--- src/rtl/uart_ascii_dec2bin.sv ---
// Decimal ASCII entry parser: accumulates digits from a UART RX byte stream and
// publishes the unsigned WIDTH-bit value on CR/LF, flagging rejected entries.
module uart_ascii_dec2bin #(
    parameter int WIDTH      = 8,
    parameter int MAX_DIGITS = 3,
    parameter int TIMEOUT    = 0,
    localparam int CW        = $clog2(MAX_DIGITS + 1)
) (
    input  logic             i_clk,
    input  logic             i_rst,
    input  logic [7:0]       i_rx_data,
    input  logic             i_rx_valid,
    output logic [WIDTH-1:0] o_value,
    output logic             o_value_valid,
    output logic             o_err,
    output logic             o_busy,
    output logic [CW-1:0]    o_digit_count,
    output logic [1:0]       o_state
);

    typedef enum logic [1:0] {
        S_IDLE    = 2'd0,
        S_ACCUM   = 2'd1,
        S_DISCARD = 2'd2
    } state_t;

    localparam bit            TO_EN = (TIMEOUT > 0);
    localparam int            TW    = TO_EN ? $clog2(TIMEOUT + 1) : 1;
    localparam logic [TW-1:0] TLAST = TO_EN ? TW'(TIMEOUT - 1) : '0;

    state_t             r_state;
    state_t             w_state_nxt;
    logic [WIDTH+3:0]   r_acc;
    logic [CW-1:0]      r_count;
    logic [TW-1:0]      r_timer;
    logic [WIDTH-1:0]   r_value;
    logic               r_value_valid;
    logic               r_err;

    logic               w_is_digit;
    logic               w_is_term;
    logic               w_is_esc;
    logic [3:0]         w_d;
    logic [WIDTH+3:0]   w_nxt;
    logic               w_ovf;
    logic               w_full;
    logic               w_expire;
    logic               w_publish;
    logic               w_reject;

    assign w_is_digit = (i_rx_data >= 8'h30) && (i_rx_data <= 8'h39);
    assign w_is_term  = (i_rx_data == 8'h0D) || (i_rx_data == 8'h0A);
    assign w_is_esc   = (i_rx_data == 8'h1B);
    assign w_d        = i_rx_data[3:0];

    // acc never exceeds 2^WIDTH-1 while accumulating, so acc*10+9 fits in WIDTH+4 bits.
    assign w_nxt  = (r_acc << 3) + (r_acc << 1) + {{WIDTH{1'b0}}, w_d};
    assign w_ovf  = |w_nxt[WIDTH+3:WIDTH];
    assign w_full = (r_count == CW'(MAX_DIGITS));

    // A strobe in the expiry cycle takes priority over the timeout.
    assign w_expire = TO_EN && (r_state == S_ACCUM) && !i_rx_valid && (r_timer == TLAST);

    always_ff @(posedge i_clk) begin
        if (i_rst) begin
            r_state <= S_IDLE;
        end else begin
            r_state <= w_state_nxt;
        end
    end

    always_comb begin
        w_state_nxt = r_state;
        case (r_state)
            S_IDLE: begin
                if (i_rx_valid) begin
                    if (w_is_digit) begin
                        w_state_nxt = S_ACCUM;
                    end else if (!w_is_term && !w_is_esc) begin
                        w_state_nxt = S_DISCARD;
                    end
                end
            end
            S_ACCUM: begin
                if (i_rx_valid) begin
                    if (w_is_digit) begin
                        if (w_full || w_ovf) begin
                            w_state_nxt = S_DISCARD;
                        end
                    end else if (w_is_term || w_is_esc) begin
                        w_state_nxt = S_IDLE;
                    end else begin
                        w_state_nxt = S_DISCARD;
                    end
                end else if (w_expire) begin
                    w_state_nxt = S_IDLE;
                end
            end
            S_DISCARD: begin
                if (i_rx_valid && (w_is_term || w_is_esc)) begin
                    w_state_nxt = S_IDLE;
                end
            end
            default: w_state_nxt = S_IDLE;
        endcase
    end

    always_comb begin
        w_publish     = (r_state == S_ACCUM) && i_rx_valid && w_is_term;
        w_reject      = ((r_state == S_DISCARD) && i_rx_valid && w_is_term) || w_expire;
        o_busy        = (r_state != S_IDLE);
        o_digit_count = (r_state == S_ACCUM) ? r_count : '0;
        o_state       = r_state;
    end

    always_ff @(posedge i_clk) begin
        if (i_rst) begin
            r_acc   <= '0;
            r_count <= '0;
        end else if (w_state_nxt != S_ACCUM) begin
            r_acc   <= '0;
            r_count <= '0;
        end else if (r_state == S_IDLE) begin
            r_acc   <= {{WIDTH{1'b0}}, w_d};
            r_count <= CW'(1);
        end else if (i_rx_valid && w_is_digit) begin
            r_acc   <= w_nxt;
            r_count <= r_count + 1'b1;
        end
    end

    always_ff @(posedge i_clk) begin
        if (i_rst || !TO_EN || i_rx_valid || (w_state_nxt != S_ACCUM)) begin
            r_timer <= '0;
        end else begin
            r_timer <= r_timer + 1'b1;
        end
    end

    always_ff @(posedge i_clk) begin
        if (i_rst) begin
            r_value       <= '0;
            r_value_valid <= 1'b0;
            r_err         <= 1'b0;
        end else begin
            r_value_valid <= w_publish;
            r_err         <= w_reject;
            if (w_publish) begin
                r_value <= r_acc[WIDTH-1:0];
            end
        end
    end

    assign o_value       = r_value;
    assign o_value_valid = r_value_valid;
    assign o_err         = r_err;

endmodule

--- config.mk ---
export PLATFORM = sky130hd
export DESIGN_NAME = uart_ascii_dec2bin
export DESIGN_NICKNAME = d
export VERILOG_FILES = /design/src/rtl/uart_ascii_dec2bin.sv
export SDC_FILE = /design/constraint.sdc
export NUM_CORES = 1
export LEC_CHECK = 0
export CAP_MARGIN = 20
export CORE_ASPECT_RATIO = 0.8
export CORE_MARGIN = 3
export CORE_UTILIZATION = 40
export DETAILED_ROUTE_END_ITERATION = 12
export PLACE_DENSITY = 0.67
export SYNTH_ARGS = -nofsm -noshare
export SYNTH_HDL_FRONTEND = slang
export SYNTH_SLANG_ARGS = --single-unit
export TNS_END_PERCENT = 30
--- constraint.sdc ---
create_clock -name i_clk -period 4.8 [get_ports i_clk]
set_input_delay 0.96 -clock i_clk [delete_from_list [all_inputs] [get_ports i_clk]]
set_output_delay 0.96 -clock i_clk [all_outputs]
set_load 0.01 [all_outputs]
==> flow_summary.json <==
{
  "start_util_pct": 42.6,
  "drive_gt1_share_pct": 4.72,
  "grt_pass1_wl_mm": 6.17,
  "async_flop_share_pct": 0,
  "startpoint": "i_rx_data[3]",
  "cts_root_buf": "clkbuf_8",
  "met2_usage_pct": 17.9,
  "diodes": 0,
  "cp_max_fo": 6,
  "synth_area_per_cell_um2": 8.79,
  "fp.coreArea_um2": 3880,
  "cts_setup_buffers": 0,
  "drc": 0,
  "cp-start-kind": "primary input",
  "synthFlopType": "dfxtp_1",
  "drtIter0Drc": 101,
  "clk_pin_slew_ns": 0.09,
  "utilization_pct": 51.5,
  "grt_pass1_vias": 1229,
  "leakage_uw": 0.000820,
  "synth_enable_flop_cells": 0,
  "grt_util_met1_pct": 27.5,
  "dr.pass1.iters": 5,
  "clk_path_buf_depth": 2,
  "yosysWarnings": 0,
  "vias_per_cell": 5.36,
  "cts.sinks": 25,
  "areaGrowthSynthToFinish_pct": 20.8,
  "ys_types": 41,
  "wl_per_cell_um": 13.9,
  "power_density_nw_per_um2": 185,
  "skew_ns": 0.00404,
  "slowest_stage": "fa_1",
  "setup_viol_count_final": 0,
  "grt_max_degree": 16,
  "clock_latency_ns": 0.27,
  "worstRegToRegCells": 11,
  "syn-cell-area_um2": 1650,
  "critPathCaptureType": "flip-flop",
  "grt_usage_pct": 15.7,
  "r2r_start": "r_acc[0]",
  "syn_nets": 220,
  "htree_levels": 1,
  "cts_resized": 0,
  "tns_ns": 0,
  "reg2reg_slack_ns": 1.59,
  "crit_chain": "clkdlybuf4s50_1 -> inv_1 -> fa_1 -> inv_1 -> fa_1 -> a21o_2 -> a221oi_2 -> o21ai_1 -> xnor2_2 -> o2111ai_2 -> or4_1 -> o21ai_1",
  "vias": 1432,
  "crit_type": "in -> reg",
  "endpoint": "r_acc[0]",
  "drv_slew": 0,
  "dpl.hpwl_mm": 2.91,
  "ys_seq_elements": 25,
  "die_y_um": 63.5,
  "min_path_type": "reg -> reg",
  "place.gp.congestion": 0.924,
  "cts_buffers": 3,
  "grt_overflow_total": 0,
  "rows": 20,
  "antenna_found_initial": 0,
  "rsz0062_at_grt": "no",
  "status": "finished, final reports clean",
  "cts_tree": "built",
  "arrival_ns": 4.12,
  "fin_crit_sh_pct": 81.5,
  "peakVddDrop_mv": 0.153,
  "met3_usage_pct": 3.86,
  "timing.final.crit_period_ns": 3.91,
  "ys_seq_area_share_pct": 30.3,
  "worst_slew_pin_slew_ns": 0.520,
  "critPathMaxStageDelay_ns": 0.53,
  "finalWirelength_mm": 3.70,
  "port_buffers": 25,
  "report.final.hold_viol_count": 0,
  "max_cap_viol_count": 0,
  "r2r_end": "r_acc[0]",
  "io_pins": 26,
  "relSlewSlack_pct": 65.2,
  "ctsHoldBuffers": 0,
  "postSynthCellCount": 188,
  "die_w_um": 77.8,
  "grt.busiest_layer": "met1",
  "nNetsFinal": 245,
  "die_area_um2": 4940,
  "postRouteAntennaNets": 0,
  "cp_data_required_time_ns": 5.01,
  "fmax_mhz": 256
}
## stage by stage
step,cell area [um2],hold slack [ns],setup WS [ns],std cells,power [uW]
CTS,2000,0.495,0.880,267,373
global route,2000,0.505,0.719,267,384
floorplan,1650,0.461,1.23,188,229
global placement,1950,0.473,0.643,263,247
detailed placement,1950,0.480,0.592,263,246
finish,2000,0.492,0.889,267,368
## Yosys cell counts, drive strengths merged (2+ instances only)
library cell,count,area [um2]
nor3,5,25.0
a21oi,12,63.8
fa,2,40.0
clkbuf,4,15.0
o21ai,14,70.1
nand3,3,15.0
or4,2,15.0
nand3b,4,30.0
ha,19,238
xnor2,5,51.3
a21o,4,31.3
o21a,2,15.0
inv,8,30.0
mux2i,13,130
nand2b,3,18.8
and2,4,25.0
dfxtp,25,500
xor2,3,26.3
nor2,19,76.3
a211oi,5,37.5
nor3b,3,22.5
nand4,3,18.8
nand2,13,48.8
## worst min-delay path by stage
stage / start / to / slack, ns / cells past startpoint
final: r_acc[9] / r_acc[9] / 0.49 / 1
after global routing: r_acc[9] / r_acc[9] / 0.50 / 1
after CTS: r_acc[9] / r_acc[9] / 0.50 / 1
after detailed placement: r_acc[9] / r_acc[9] / 0.48 / 1
after global placement: r_acc[9] / r_acc[9] / 0.47 / 1
after floorplan: r_acc[9] / r_acc[9] / 0.46 / 1
## cell type report
type	instances	area (um2)
clock buffers	4	45.0
repair buffers	25	250
flip-flops and latches	25	500
fillers	371	1880
inverters	8	30.0
well taps	55	68.8
multi-input cells	150	1100
## state kept, by name, summed over array words and instances (netlist names)
signal and count:
o_err 1, o_state 2, o_value 8, o_value_valid 1, r_acc 11, r_count 2
## layout by cell type (no fill, tap or decap), types with 2 or more instances in the layout
cell             netlist  routed
a211oi_1               5       5
a21o_1                 3       3
a21oi_1               11      11
and2_1                 4       4
clkbuf_8               0       3
clkdlybuf4s50_1        0      25
dfxtp_1               25      25
fa_1                   2       2
ha_1                  19      19
inv_1                  8       8
mux2i_1               13      13
nand2_1               13      13
nand2b_1               3       3
nand3_1                3       3
nand3b_1               4       4
nand4_1                3       3
nor2_1                17      17
nor2_2                 2       2
nor3_1                 5       5
nor3b_1                3       3
o21a_1                 2       2
o21ai_0               12      12
o21ai_1                2       2
or4_1                  2       2
xnor2_1                4       4
xor2_1                 3       3
## logic make-up after synthesis
kind of cell,count (synthesis),share of synthesized area (%)
AO/OA/AOI/OAI,44,17.2
multiplexers,13,7.88
XOR/XNOR,8,4.70
adder cells (fa/ha/maj),21,16.8
flip-flops,25,30.3
buffers and inverters,13,3.03
AND/OR/NAND/NOR,64,20.1
## worst max-delay path: cells and delay by family
kind,cells,cell delay (ns)
AO/OA/AOI/OAI,5,0.93
buffers and inverters,3,0.61
adder cells (fa/ha/maj),2,0.98
XOR/XNOR,1,0.15
AND/OR/NAND/NOR,1,0.50
## where the power goes
group | internal (uW) | switching, uW | leakage (uW) | total [uW]
logic | 15.4 | 16.7 | 0.000596 | 32.1
registers | 208 | 1.66 | 0.000202 | 210
clock network | 59.5 | 67.1 | 0.0000228 | 127
total | 283 | 85.5 | 0.000820 | 368
## layer usage
metal	share of wire, %	wire length (um)
met1	56	2050
met2	37	1370
met3	6.9	254
met4	0.59	22
met5	0	0
No activity file was read; power rests on OpenSTA's default activity.
